## config.mk

```make
export PLATFORM = sky130hd
export DESIGN_NAME = passthrough_entry_ctrl
export DESIGN_NICKNAME = d
export VERILOG_FILES = /design/src/rtl/passthrough_entry_ctrl.sv
export SDC_FILE = /design/constraint.sdc
export NUM_CORES = 1
export LEC_CHECK = 0
export CORE_ASPECT_RATIO = 1.75
export CORE_MARGIN = 2
export CORE_UTILIZATION = 33
export DETAILED_ROUTE_END_ITERATION = 10
export REMOVE_ABC_BUFFERS = 1
export SLEW_MARGIN = 20
export SYNTH_ARGS = -nofsm -noshare
export SYNTH_HDL_FRONTEND = slang
export SYNTH_SLANG_ARGS = --single-unit
```

## constraint.sdc

```tcl
create_clock -name clk -period 4.1 [get_ports clk]
set_input_delay 0.82 -clock clk [delete_from_list [all_inputs] [get_ports clk]]
set_output_delay 0.82 -clock clk [all_outputs]
set_load 0.02 [all_outputs]
```

## src/rtl/passthrough_entry_ctrl.sv

```systemverilog
// MSP passthrough entry controller: parses "$M<" frames for command 0xF5 and
// sequences DShot inhibit, guard time, bridge enable, idle timeout and drain.
module passthrough_entry_ctrl #(
  parameter int unsigned CLK_FREQ_HZ     = 72_000_000,
  parameter int unsigned GUARD_US        = 100,
  parameter int unsigned IDLE_TIMEOUT_MS = 2000,
  parameter int unsigned BYTE_GAP_US     = 2000
) (
  input  logic       clk,
  input  logic       rst,
  input  logic       rx_valid,
  input  logic [7:0] rx_data,
  input  logic       bridge_active,
  input  logic       exit_req,
  output logic       dshot_inhibit,
  output logic       passthrough_enable,
  output logic [1:0] motor_sel,
  output logic       cmd_ack,
  output logic       cmd_nack
);

  localparam int unsigned GUARD_CYC = GUARD_US * (CLK_FREQ_HZ / 1_000_000);
  localparam int unsigned IDLE_CYC  = IDLE_TIMEOUT_MS * (CLK_FREQ_HZ / 1000);
  localparam int unsigned GAP_CYC   = BYTE_GAP_US * (CLK_FREQ_HZ / 1_000_000);
  localparam int GW = $clog2(GUARD_CYC + 1);
  localparam int IW = $clog2(IDLE_CYC + 1);
  localparam int BW = $clog2(GAP_CYC + 1);
  localparam logic [GW-1:0] GUARD_LAST = GW'(GUARD_CYC - 1);
  localparam logic [IW-1:0] IDLE_LAST  = IW'(IDLE_CYC - 1);
  localparam logic [BW-1:0] GAP_LAST   = BW'(GAP_CYC - 1);

  localparam logic [2:0] P_IDLE = 3'd0;
  localparam logic [2:0] P_M    = 3'd1;
  localparam logic [2:0] P_DIR  = 3'd2;
  localparam logic [2:0] P_LEN  = 3'd3;
  localparam logic [2:0] P_CMD  = 3'd4;
  localparam logic [2:0] P_PAY  = 3'd5;
  localparam logic [2:0] P_CSUM = 3'd6;

  localparam logic [1:0] C_OFF   = 2'd0;
  localparam logic [1:0] C_GUARD = 2'd1;
  localparam logic [1:0] C_ON    = 2'd2;

  logic [2:0]    p_state;
  logic [4:0]    len;
  logic [7:0]    cmd;
  logic [7:0]    csum;
  logic [4:0]    pay_cnt;
  logic [7:0]    motor_idx;
  logic [BW-1:0] gap_cnt;

  logic [1:0]    c_state;
  logic          drain;
  logic [GW-1:0] g_cnt;
  logic [IW-1:0] i_cnt;

  logic csum_hit;
  logic frame_ok;
  logic frame_nack;

  // Frame completes on the checksum byte; the control FSM reacts on the same edge.
  assign csum_hit   = rx_valid && (p_state == P_CSUM) && (rx_data == csum) && (cmd == 8'hF5);
  assign frame_ok   = csum_hit && (motor_idx <= 8'd3);
  assign frame_nack = csum_hit && (motor_idx > 8'd3);

  always_ff @(posedge clk or posedge rst) begin
    if (rst) begin
      p_state   <= P_IDLE;
      len       <= '0;
      cmd       <= '0;
      csum      <= '0;
      pay_cnt   <= '0;
      motor_idx <= '0;
      gap_cnt   <= '0;
    end else if (rx_valid) begin
      gap_cnt <= '0;
      case (p_state)
        P_IDLE: if (rx_data == 8'h24) p_state <= P_M;
        P_M: begin
          if (rx_data == 8'h4D)      p_state <= P_DIR;
          else if (rx_data == 8'h24) p_state <= P_M;
          else                       p_state <= P_IDLE;
        end
        P_DIR: begin
          if (rx_data == 8'h3C)      p_state <= P_LEN;
          else if (rx_data == 8'h24) p_state <= P_M;
          else                       p_state <= P_IDLE;
        end
        P_LEN: begin
          if (rx_data > 8'd16) begin
            p_state <= P_IDLE;
          end else begin
            len       <= rx_data[4:0];
            csum      <= rx_data;
            motor_idx <= '0;
            p_state   <= P_CMD;
          end
        end
        P_CMD: begin
          cmd     <= rx_data;
          csum    <= csum ^ rx_data;
          pay_cnt <= '0;
          p_state <= (len == 5'd0) ? P_CSUM : P_PAY;
        end
        P_PAY: begin
          csum <= csum ^ rx_data;
          if (pay_cnt == 5'd0) motor_idx <= rx_data;
          if (pay_cnt == len - 5'd1) p_state <= P_CSUM;
          else                       pay_cnt <= pay_cnt + 5'd1;
        end
        P_CSUM:  p_state <= P_IDLE;
        default: p_state <= P_IDLE;
      endcase
    end else if (p_state != P_IDLE) begin
      // A stalled partial frame is dropped so a later frame can resync.
      if (gap_cnt == GAP_LAST) begin
        p_state <= P_IDLE;
        gap_cnt <= '0;
      end else begin
        gap_cnt <= gap_cnt + BW'(1);
      end
    end else begin
      gap_cnt <= '0;
    end
  end

  always_ff @(posedge clk or posedge rst) begin
    if (rst) begin
      c_state            <= C_OFF;
      drain              <= 1'b0;
      g_cnt              <= '0;
      i_cnt              <= '0;
      dshot_inhibit      <= 1'b0;
      passthrough_enable <= 1'b0;
      motor_sel          <= 2'd0;
      cmd_ack            <= 1'b0;
      cmd_nack           <= 1'b0;
    end else begin
      cmd_ack  <= 1'b0;
      cmd_nack <= frame_nack;
      case (c_state)
        C_OFF: begin
          // Drain keeps DShot inhibited for one guard time after the bridge drops.
          if (drain) begin
            if (g_cnt == GUARD_LAST) begin
              drain         <= 1'b0;
              dshot_inhibit <= 1'b0;
              g_cnt         <= '0;
            end else begin
              g_cnt <= g_cnt + GW'(1);
            end
          end else if (frame_ok) begin
            motor_sel     <= motor_idx[1:0];
            cmd_ack       <= 1'b1;
            dshot_inhibit <= 1'b1;
            g_cnt         <= '0;
            c_state       <= C_GUARD;
          end
        end
        C_GUARD: begin
          if (exit_req) begin
            c_state            <= C_OFF;
            passthrough_enable <= 1'b0;
            drain              <= 1'b1;
            g_cnt              <= '0;
            i_cnt              <= '0;
          end else begin
            if (frame_ok) cmd_ack <= 1'b1;
            if (g_cnt == GUARD_LAST) begin
              c_state            <= C_ON;
              passthrough_enable <= 1'b1;
              g_cnt              <= '0;
              i_cnt              <= '0;
            end else begin
              g_cnt <= g_cnt + GW'(1);
            end
          end
        end
        C_ON: begin
          if (exit_req) begin
            c_state            <= C_OFF;
            passthrough_enable <= 1'b0;
            drain              <= 1'b1;
            g_cnt              <= '0;
            i_cnt              <= '0;
          end else begin
            if (frame_ok) cmd_ack <= 1'b1;
            if (bridge_active || rx_valid) begin
              i_cnt <= '0;
            end else if (i_cnt == IDLE_LAST) begin
              c_state            <= C_OFF;
              passthrough_enable <= 1'b0;
              drain              <= 1'b1;
              g_cnt              <= '0;
              i_cnt              <= '0;
            end else begin
              i_cnt <= i_cnt + IW'(1);
            end
          end
        end
        default: c_state <= C_OFF;
      endcase
    end
  end

endmodule

```

* After elaboration in Yosys (flattened, before gate mapping)
Index checks and enable logic that the tools add are counted.
** Cells by class
- Add/sub/neg operators :: 5
- Magnitude comparators :: 3
- Eq/ne operators :: 30
- Multiplexer cells :: 63
- Bitwise gates (word level) :: 3
- Reduce and logical (&&, ||, !) cells :: 34
** Operators by type and width (count)
- 28-bit two-way mux :: 5
- 13-bit two-way mux :: 7
- 28-bit one-hot mux with 2 select lines :: 1
- 18-bit two-way mux :: 3
- 13-bit one-hot mux with 3 select lines :: 1
- 8-bit one-hot mux with 2 select lines :: 2
- 28-bit by 1-bit adder with 28-bit output, second input constant :: 1
- 28-bit == test, second input constant :: 1
- 8-bit two-way mux :: 3
- 3-bit two-way mux :: 7
- 4-bit AND reduction :: 5
- 18-bit by 1-bit adder with 18-bit output, second input constant :: 1
- 18-bit == test, second input constant :: 1
- 1-bit two-way mux :: 18
- 2-bit two-way mux :: 9
- 3-bit != test, second input constant :: 6
- 3-bit one-hot mux with 6 select lines :: 1
- 8-bit by 6-bit == test with 1-bit output, second input constant :: 2
- 3-bit AND reduction :: 5
- 2-bit nonzero test :: 7
- 13-bit by 1-bit adder with 13-bit output, second input constant :: 1
- 13-bit == test, second input constant :: 1
- 2-bit != test, second input constant :: 6
- 5-bit zero test :: 2
- 30 further kinds :: 42
** Storage, ports and cells
- Flip-flop bits (word level) :: 105
- Input bits :: 13
- Output and inout port bits :: 6
- Logic and storage cells :: 154

* Longest topological paths before layout
Gate-level depths: netlist (run 1).
- Depth after elaboration :: 8
- Mapped depth :: 9
- Depth with buffers taken out :: 8

* Worst setup path before layout (run 1)
Ideal clock, no wire load.
- Kind :: input port to flip-flop
- From :: in rx_data[3]
- To :: reg g_cnt[3]
- Arrival time :: 2.590 ns
- Required time :: 4.005 ns
- Setup slack :: 1.414 ns
- Stages on the path :: 8
- Path through :: buf_2 -> xor2_1 -> nor4_2 -> nand4_1 -> o2bb2ai_2 -> or3_4 -> buf_6 -> o31ai_1
** On the way
- Word-level cells in the longest chain between the ends :: 6
** Ends and longest elaborated chain
- from (decl) :: line 12 : input logic [7:0] rx_data,
- 8-bit == test :: line 62 : assign csum_hit = rx_valid && (p_state == P_CSUM) && (rx_data == csum) && (cmd == 8'hF5);
- 1-bit logical AND (2 in series) :: line 62
- 1-bit logical AND :: line 63 : assign frame_ok = csum_hit && (motor_idx <= 8'd3);
- 3-bit != test (no line)
- 4-bit AND reduction (no line)
- to (signal assigned) :: line 150 : g_cnt <= g_cnt + GW'(1);
- to (signal assigned) :: line 175 : g_cnt <= g_cnt + GW'(1);
- to (decl) :: line 54 : logic [GW-1:0] g_cnt;
Every way passes these cells.
A chain may end at the register's enable or synchronous reset.

* Final worst setup path (run 1)
- From :: in rx_data[2]
- To :: reg g_cnt[3]
The elaborated chain is that of the path after synthesis.

==> impl_metrics.tcl, run 1 <==
set metrics [dict create \
    outcome "complete, no violations" \
    ys_warn_count 0 \
    numCtsBuffers 9 \
    synth_cell_type_count 64 \
    ant_nets 0 \
    finClkSkew_ns 0.00745 \
    p_leak_nw 2.75 \
    drive_above_1_share 0.0997 \
    first_global_vias 4877 \
    reg2reg_slack_ns 1.19 \
    die-area_um2 18800 \
    finalCritPeriodShare 0.793 \
    grt_start_max_net_pins 48 \
    grt_pass1_wl_um 23200 \
    cp-start-kind "primary input" \
    die_x_um 104 \
    portBuffers 18 \
    antenna_found_initial 0 \
    hold_start "motor_idx[7]" \
    nNetsFinal 670 \
    rr_endpoint "g_cnt[3]" \
    cap_violations 0 \
    vias 4742 \
    synthCells 633 \
    r2r_start "p_state[0]" \
    reg2regPathDepth 6 \
    whs_endpoint "motor_idx[7]" \
    syn_area_per_cell_um2 9.21 \
    finalSetupViolations 0 \
    initial_core_util 0.335 \
    drc 0 \
    routed_wl_um 13700 \
    tritoncts "built" \
    final_max_slew_viol_count 0 \
    worstSetupPathType "in -> reg" \
    setup_tns_ns 0 \
    cp_data_required_time_ns 4.35 \
    cts_root_buf "clkbuf_16" \
    die_h_um 180 \
    path_cells "clkdlybuf4s50_1, xor2_1, nor4_2, nand4_1, o2bb2ai_2, or3_4, o31ai_1" \
    hold_viol_final 0 \
    htreeDepth 3 \
    ios 19 \
    grt_usage 0.150 \
    maxClockFrequency_mhz 308 \
    whs_path_depth 2 \
    wire_per_inst_um 15.5 \
    routed_via_density 5.37 \
    num_rows 64 \
    synth-seq-area-share 0.451 \
    critPathMaxFanout 16 \
    cpPeakStageDelay_ns 0.62 \
    clock-sinks 105 \
    async_reset_ff_frac 1.00 \
    netlist_area_um2 5830 \
    hold_buffers 0 \
    cp-end-kind "flip-flop" \
    cp_slowest_cell "clkdlybuf4s50_1" \
    post_cts_buffers 0 \
    ir_drop_v 0.000186 \
    core-area_um2 17400 \
    tightestPinTransition_ns 0.842 \
    gp_congestion 0.855 \
    drtPass1Iterations 5 \
    clk-insertion-delay-late_ns 0.35 \
    powerDensity_nw_per_um2 315 \
    grt_overflow 0 \
    area_growth_pct 12.7 \
    synth_ff_type "dfrtp_1" \
    max_slew_margin 0.430 \
    ys_seq_elements 105 \
    clockBufferDepth 2 \
    cts.repair.resized 0 \
    synth-edff-count 0 \
    clkTransAtPathRegs_ns 0.08 \
    drtIter0Drc 245 \
    hold_class "reg -> reg" \
    rsz0062_at_grt "no" \
    dp_hpwl_um 10400 \
    hold_ws_ns 0.474 \
    critPathArrivalTime_ns 3.50 \
    min_period_ns 3.25 \
    antennaDiodeCount 0 \
]
## routing by layer
metal,wire [um],track usage
met4,572,0.0854
met5,0,0
met2,7450,0.282
met1,5320,0.157
met3,373,0.0189
## report_power, final
group	internal [W]	switching (W)
clock	0.000432	0.000422
sequential	0.00105	0.0000270
combinational	0.0000548	0.0000894
total	0.00153	0.000539
## worst max-delay path by stage
stage / startpoint / to / slack, ns / cells past startpoint
floorplan: rst / c_state[0] / 0.52 / 1
global placement: rx_valid / g_cnt[11] / 0.65 / 7
detailed placement: rx_data[2] / g_cnt[9] / 0.54 / 7
CTS: rx_data[2] / g_cnt[3] / 0.92 / 7
global route: rx_data[3] / g_cnt[5] / 0.76 / 7
finish: rx_data[2] / g_cnt[3] / 0.85 / 7
## critical path: cells and delay by family
family,cells,cell delay (ns)
AND/OR/NAND/NOR,3,1.18
AO/OA/AOI/OAI,2,0.62
buffers and inverters,1,0.62
XOR/XNOR,1,0.26
## through the flow
step	worst slack (ns)	cell area [um2]	instances	power, W	util
3_5_place_dp	0.539	6280	867	0.00124	0.361
4_1_cts	0.918	6570	883	0.00210	0.378
3_3_place_gp	0.645	6280	867	0.00124	0.361
2_1_floorplan	0.519	5710	605	0.00117	-
5_1_grt	0.760	6570	883	0.00217	0.378
6_report	0.850	6570	883	0.00207	0.378
## synth_stat cells, drive strengths merged, types with 3 or more instances
master     n  area, um2
clkbuf    17       63.8
ha        10        125
nor3      19        100
nor4      11       96.3
nand2     69        259
a31oi      5       31.3
and4       3       26.3
o2bb2ai    3       32.5
nor3b      3       22.5
nand4     16        106
nand4b     4       35.0
mux2i      7       70.1
o41ai      4       35.0
or3        6       42.5
xor2      17        149
a21oi     24        120
inv       21       78.8
nor2      71        274
and3      14       87.6
nand3     26        130
nor4b      6       58.8
o21ai     45        225
or2        6       37.5
o31ai     16        120
buf       11       58.8
o22ai     12       75.1
mux2      18        203
a22o       3       26.3
o21bai     3       22.5
nor2b      5       31.3
nand2b     7       43.8
dfrtp    105       2630
xnor2     23        201
## state kept, by name, indices dropped and copies added (netlist names), 3 cells and up
name,cells
csum,8
p_state,3
cmd,8
len,5
g_cnt,13
motor_idx,8
gap_cnt,18
pay_cnt,5
i_cnt,28
## area by class of cell
| class | instances | area [um2] |
|---|---|---|
| inverter | 21 | 81.3 |
| multi-input combinational | 479 | 3000 |
| clock buffer | 9 | 225 |
| fill | 1781 | 10800 |
| timing repair buffer | 31 | 278 |
| clock inverter | 7 | 68.8 |
| tap | 231 | 289 |
| sequential | 105 | 2630 |
## layout by cell type, fill, tap and decap left out, types with 9 or more instances in the layout
cell type and n:
o21ai_0 40, clkdlybuf4s50_1 18, o31ai_1 16, nor2_1 70
inv_1 20, dfrtp_1 105, xor2_1 17, clkbuf_16 9
nand4_1 15, buf_4 13, nand2_1 69, and3_1 14
o22ai_1 12, nand3_1 26, ha_1 10, nor3_1 18
xnor2_1 23, mux2_2 17, a21oi_1 24
## kinds of logic after synthesis
logic type,Yosys count,share of synthesized area
AND/OR/NAND/NOR,275,0.245
AO/OA/AOI/OAI,129,0.141
flip-flops,105,0.451
buffers and inverters,49,0.0346
XOR/XNOR,40,0.0601
multiplexers,25,0.0468
adder cells (fa/ha/maj),10,0.0215
(Power assumes the default switching activity.)
==> run 2, diff against run 1 <==
clock period = 3.1 ns   (was 4.1 ns; I/O delays follow)
==> run 2 against run 1 <==
Against the previous run:
- hold slack better by 0.0084 ns
- cell count rose by 1.4%
- sequential power up 33%
- sequential share of layout area shrank 0.49 points
- critical path depth unchanged
- core utilization rose by 0.47 points
- combinational power rose by 39%
- clock skew about the same
- die area stayed put
- setup slack worse by 0.42 ns
- critical endpoint is now g_cnt[11]
- largest power group unchanged
==> impl_metrics.tcl, run 2 (same netlist as run 1, synthesis figures left out) <==
set metrics [dict create \
    antenna_found_initial 0 \
    internal-power_w 0.00201 \
    die_x_um 104 \
    die-area_um2 18800 \
    grt_usage 0.152 \
    path_cells "clkdlybuf4s50_1, or2_1, a221oi_2, nand4_1, o2bb2ai_2, or3_4, o31ai_1" \
    cpPeakStageDelay_ns 0.55 \
    gp_congestion 0.855 \
    post_cts_buffers 0 \
    drive_above_1_share 0.116 \
    hold_viol_final 0 \
    cts.repair.resized 0 \
    top_register "i_cnt" \
    clockPowerShare 0.397 \
    final_max_slew_viol_count 0 \
    dp_hpwl_um 10200 \
    critPathArrivalTime_ns 2.92 \
    reg2regPathDepth 7 \
    htreeDepth 3 \
    cp-start-kind "primary input" \
    routed_wl_um 13800 \
    switching_power_w 0.000683 \
    r2r_start "i_cnt[12]" \
    drtIter0Drc 307 \
    ir_drop_v 0.000243 \
    cp_slowest_cell "clkdlybuf4s50_1" \
    nNetsFinal 682 \
    cp_data_required_time_ns 3.35 \
    setup_tns_ns 0 \
    rr_endpoint "i_cnt[25]" \
    grt_start_max_net_pins 42 \
    rsz0062_at_grt "no" \
    clk-insertion-delay-late_ns 0.35 \
    grt_overflow 0 \
    cts_root_buf "clkbuf_16" \
    area_growth_pct 14.1 \
    min_period_ns 2.67 \
    fin_ws_ns 0.433 \
    finalSetupViolations 0 \
    tightestPinTransition_ns 0.857 \
    portBuffers 18 \
    tritoncts "built" \
    largest_reg_flops 28 \
    hold_class "reg -> reg" \
    hold_buffers 0 \
    p_leak_nw 2.80 \
    first_global_vias 4927 \
    ant_nets 0 \
    cp-end-kind "flip-flop" \
    vias 4732 \
    finalPower_w 0.00269 \
    outcome "complete, no violations" \
    p_seq_frac 0.529 \
    layout_commonest_cell "dfrtp_1" \
    reg2reg_slack_ns 0.57 \
    cp-endpoint "g_cnt[11]" \
    initial_core_util 0.335 \
    maxClockFrequency_mhz 375 \
    wire_per_inst_um 15.4 \
    switching_share 0.254 \
    drc 0 \
    max_slew_margin 0.426 \
    cp-startpoint "rx_data[6]" \
    layout_common_cells "dfrtp_1 (105), nor2_1 (70), nand2_1 (69)" \
    top_regs "i_cnt x28, gap_cnt x18, g_cnt x13" \
    grt_pass1_wl_um 23200 \
    clock-sinks 105 \
    cap_violations 0 \
    finalCritPeriodShare 0.860 \
    routed_via_density 5.29 \
    powerDensity_nw_per_um2 404 \
    worstSetupPathType "in -> reg" \
    critPathMaxFanout 11 \
    die_h_um 180 \
    num_rows 64 \
    antennaDiodeCount 0 \
    numCtsBuffers 9 \
    pre_cts_ws_ns 0.100 \
    finClkSkew_ns 0.00703 \
    ios 19 \
    core-area_um2 17400 \
    drtPass1Iterations 5 \
    clkTransAtPathRegs_ns 0.07 \
    clockBufferDepth 2 \
    combPwrFrac 0.075 \
]
==> run 2: cell types whose count changed in the layout (fill, tap and decap cells not counted), sizes merged <==
cell and delta:
inv -5, clkinvlp +2, clkinv +3, buf +12
==> run 2: per-stage QoR <==
step,cell area [um2],util,cells,hold slack [ns]
after global routing,6650,0.383,895,0.506
after global placement,6380,0.367,879,0.457
after CTS,6650,0.383,895,0.489
final,6650,0.383,895,0.482
after detailed placement,6380,0.367,879,0.465
after floorplan,5710,-,605,0.441
==> run 2: worst min-delay path by stage <==
stage	from	to	slack [ns]	cells past startpoint
6_report	motor_idx[4]	motor_idx[4]	0.48	2
5_1_grt	i_cnt[9]	i_cnt[9]	0.51	1
4_1_cts	gap_cnt[0]	gap_cnt[0]	0.49	1
3_5_place_dp	motor_idx[7]	motor_idx[7]	0.47	2
3_3_place_gp	i_cnt[9]	i_cnt[9]	0.46	1
2_1_floorplan	motor_idx[6]	motor_idx[6]	0.44	2
==> run 2: critical path, delay by kind of cell <==
| family | cells | cell delay, ns |
|---|---|---|
| simple gates | 3 | 0.92 |
| compound gates | 3 | 0.81 |
| buf+inv | 1 | 0.55 |
==> run 2: power groups by stage <==
stage               Sequential [W]  Clock, W  Combinational [W]
global route               0.00142   0.00116           0.000223
CTS                        0.00142   0.00111           0.000206
detailed placement         0.00145         0           0.000205
finish                     0.00142   0.00107           0.000200
global placement           0.00145         0           0.000200
floorplan                  0.00143         0           0.000120
==> run 2: final cells by class <==
cell class / count / area [um2]
clock buffers: 9 / 225
clock inverters: 7 / 47.5
fillers: 1730 / 10700
inverters: 21 / 81.3
multi-input cells: 479 / 3000
flip-flops and latches: 105 / 2630
well taps: 231 / 289
repair buffers: 43 / 380
==> run 2: metal layers <==
| layer | share of wire | GRT usage | vias up |
|---|---|---|---|
| li1 | - | - | 2318 |
| met1 | 0.40 | 0.164 | 2303 |
| met2 | 0.54 | 0.283 | 84 |
| met3 | 0.029 | 0.0265 | 27 |
| met4 | 0.030 | 0.0697 | 0 |
| met5 | 0 | 0 | - |
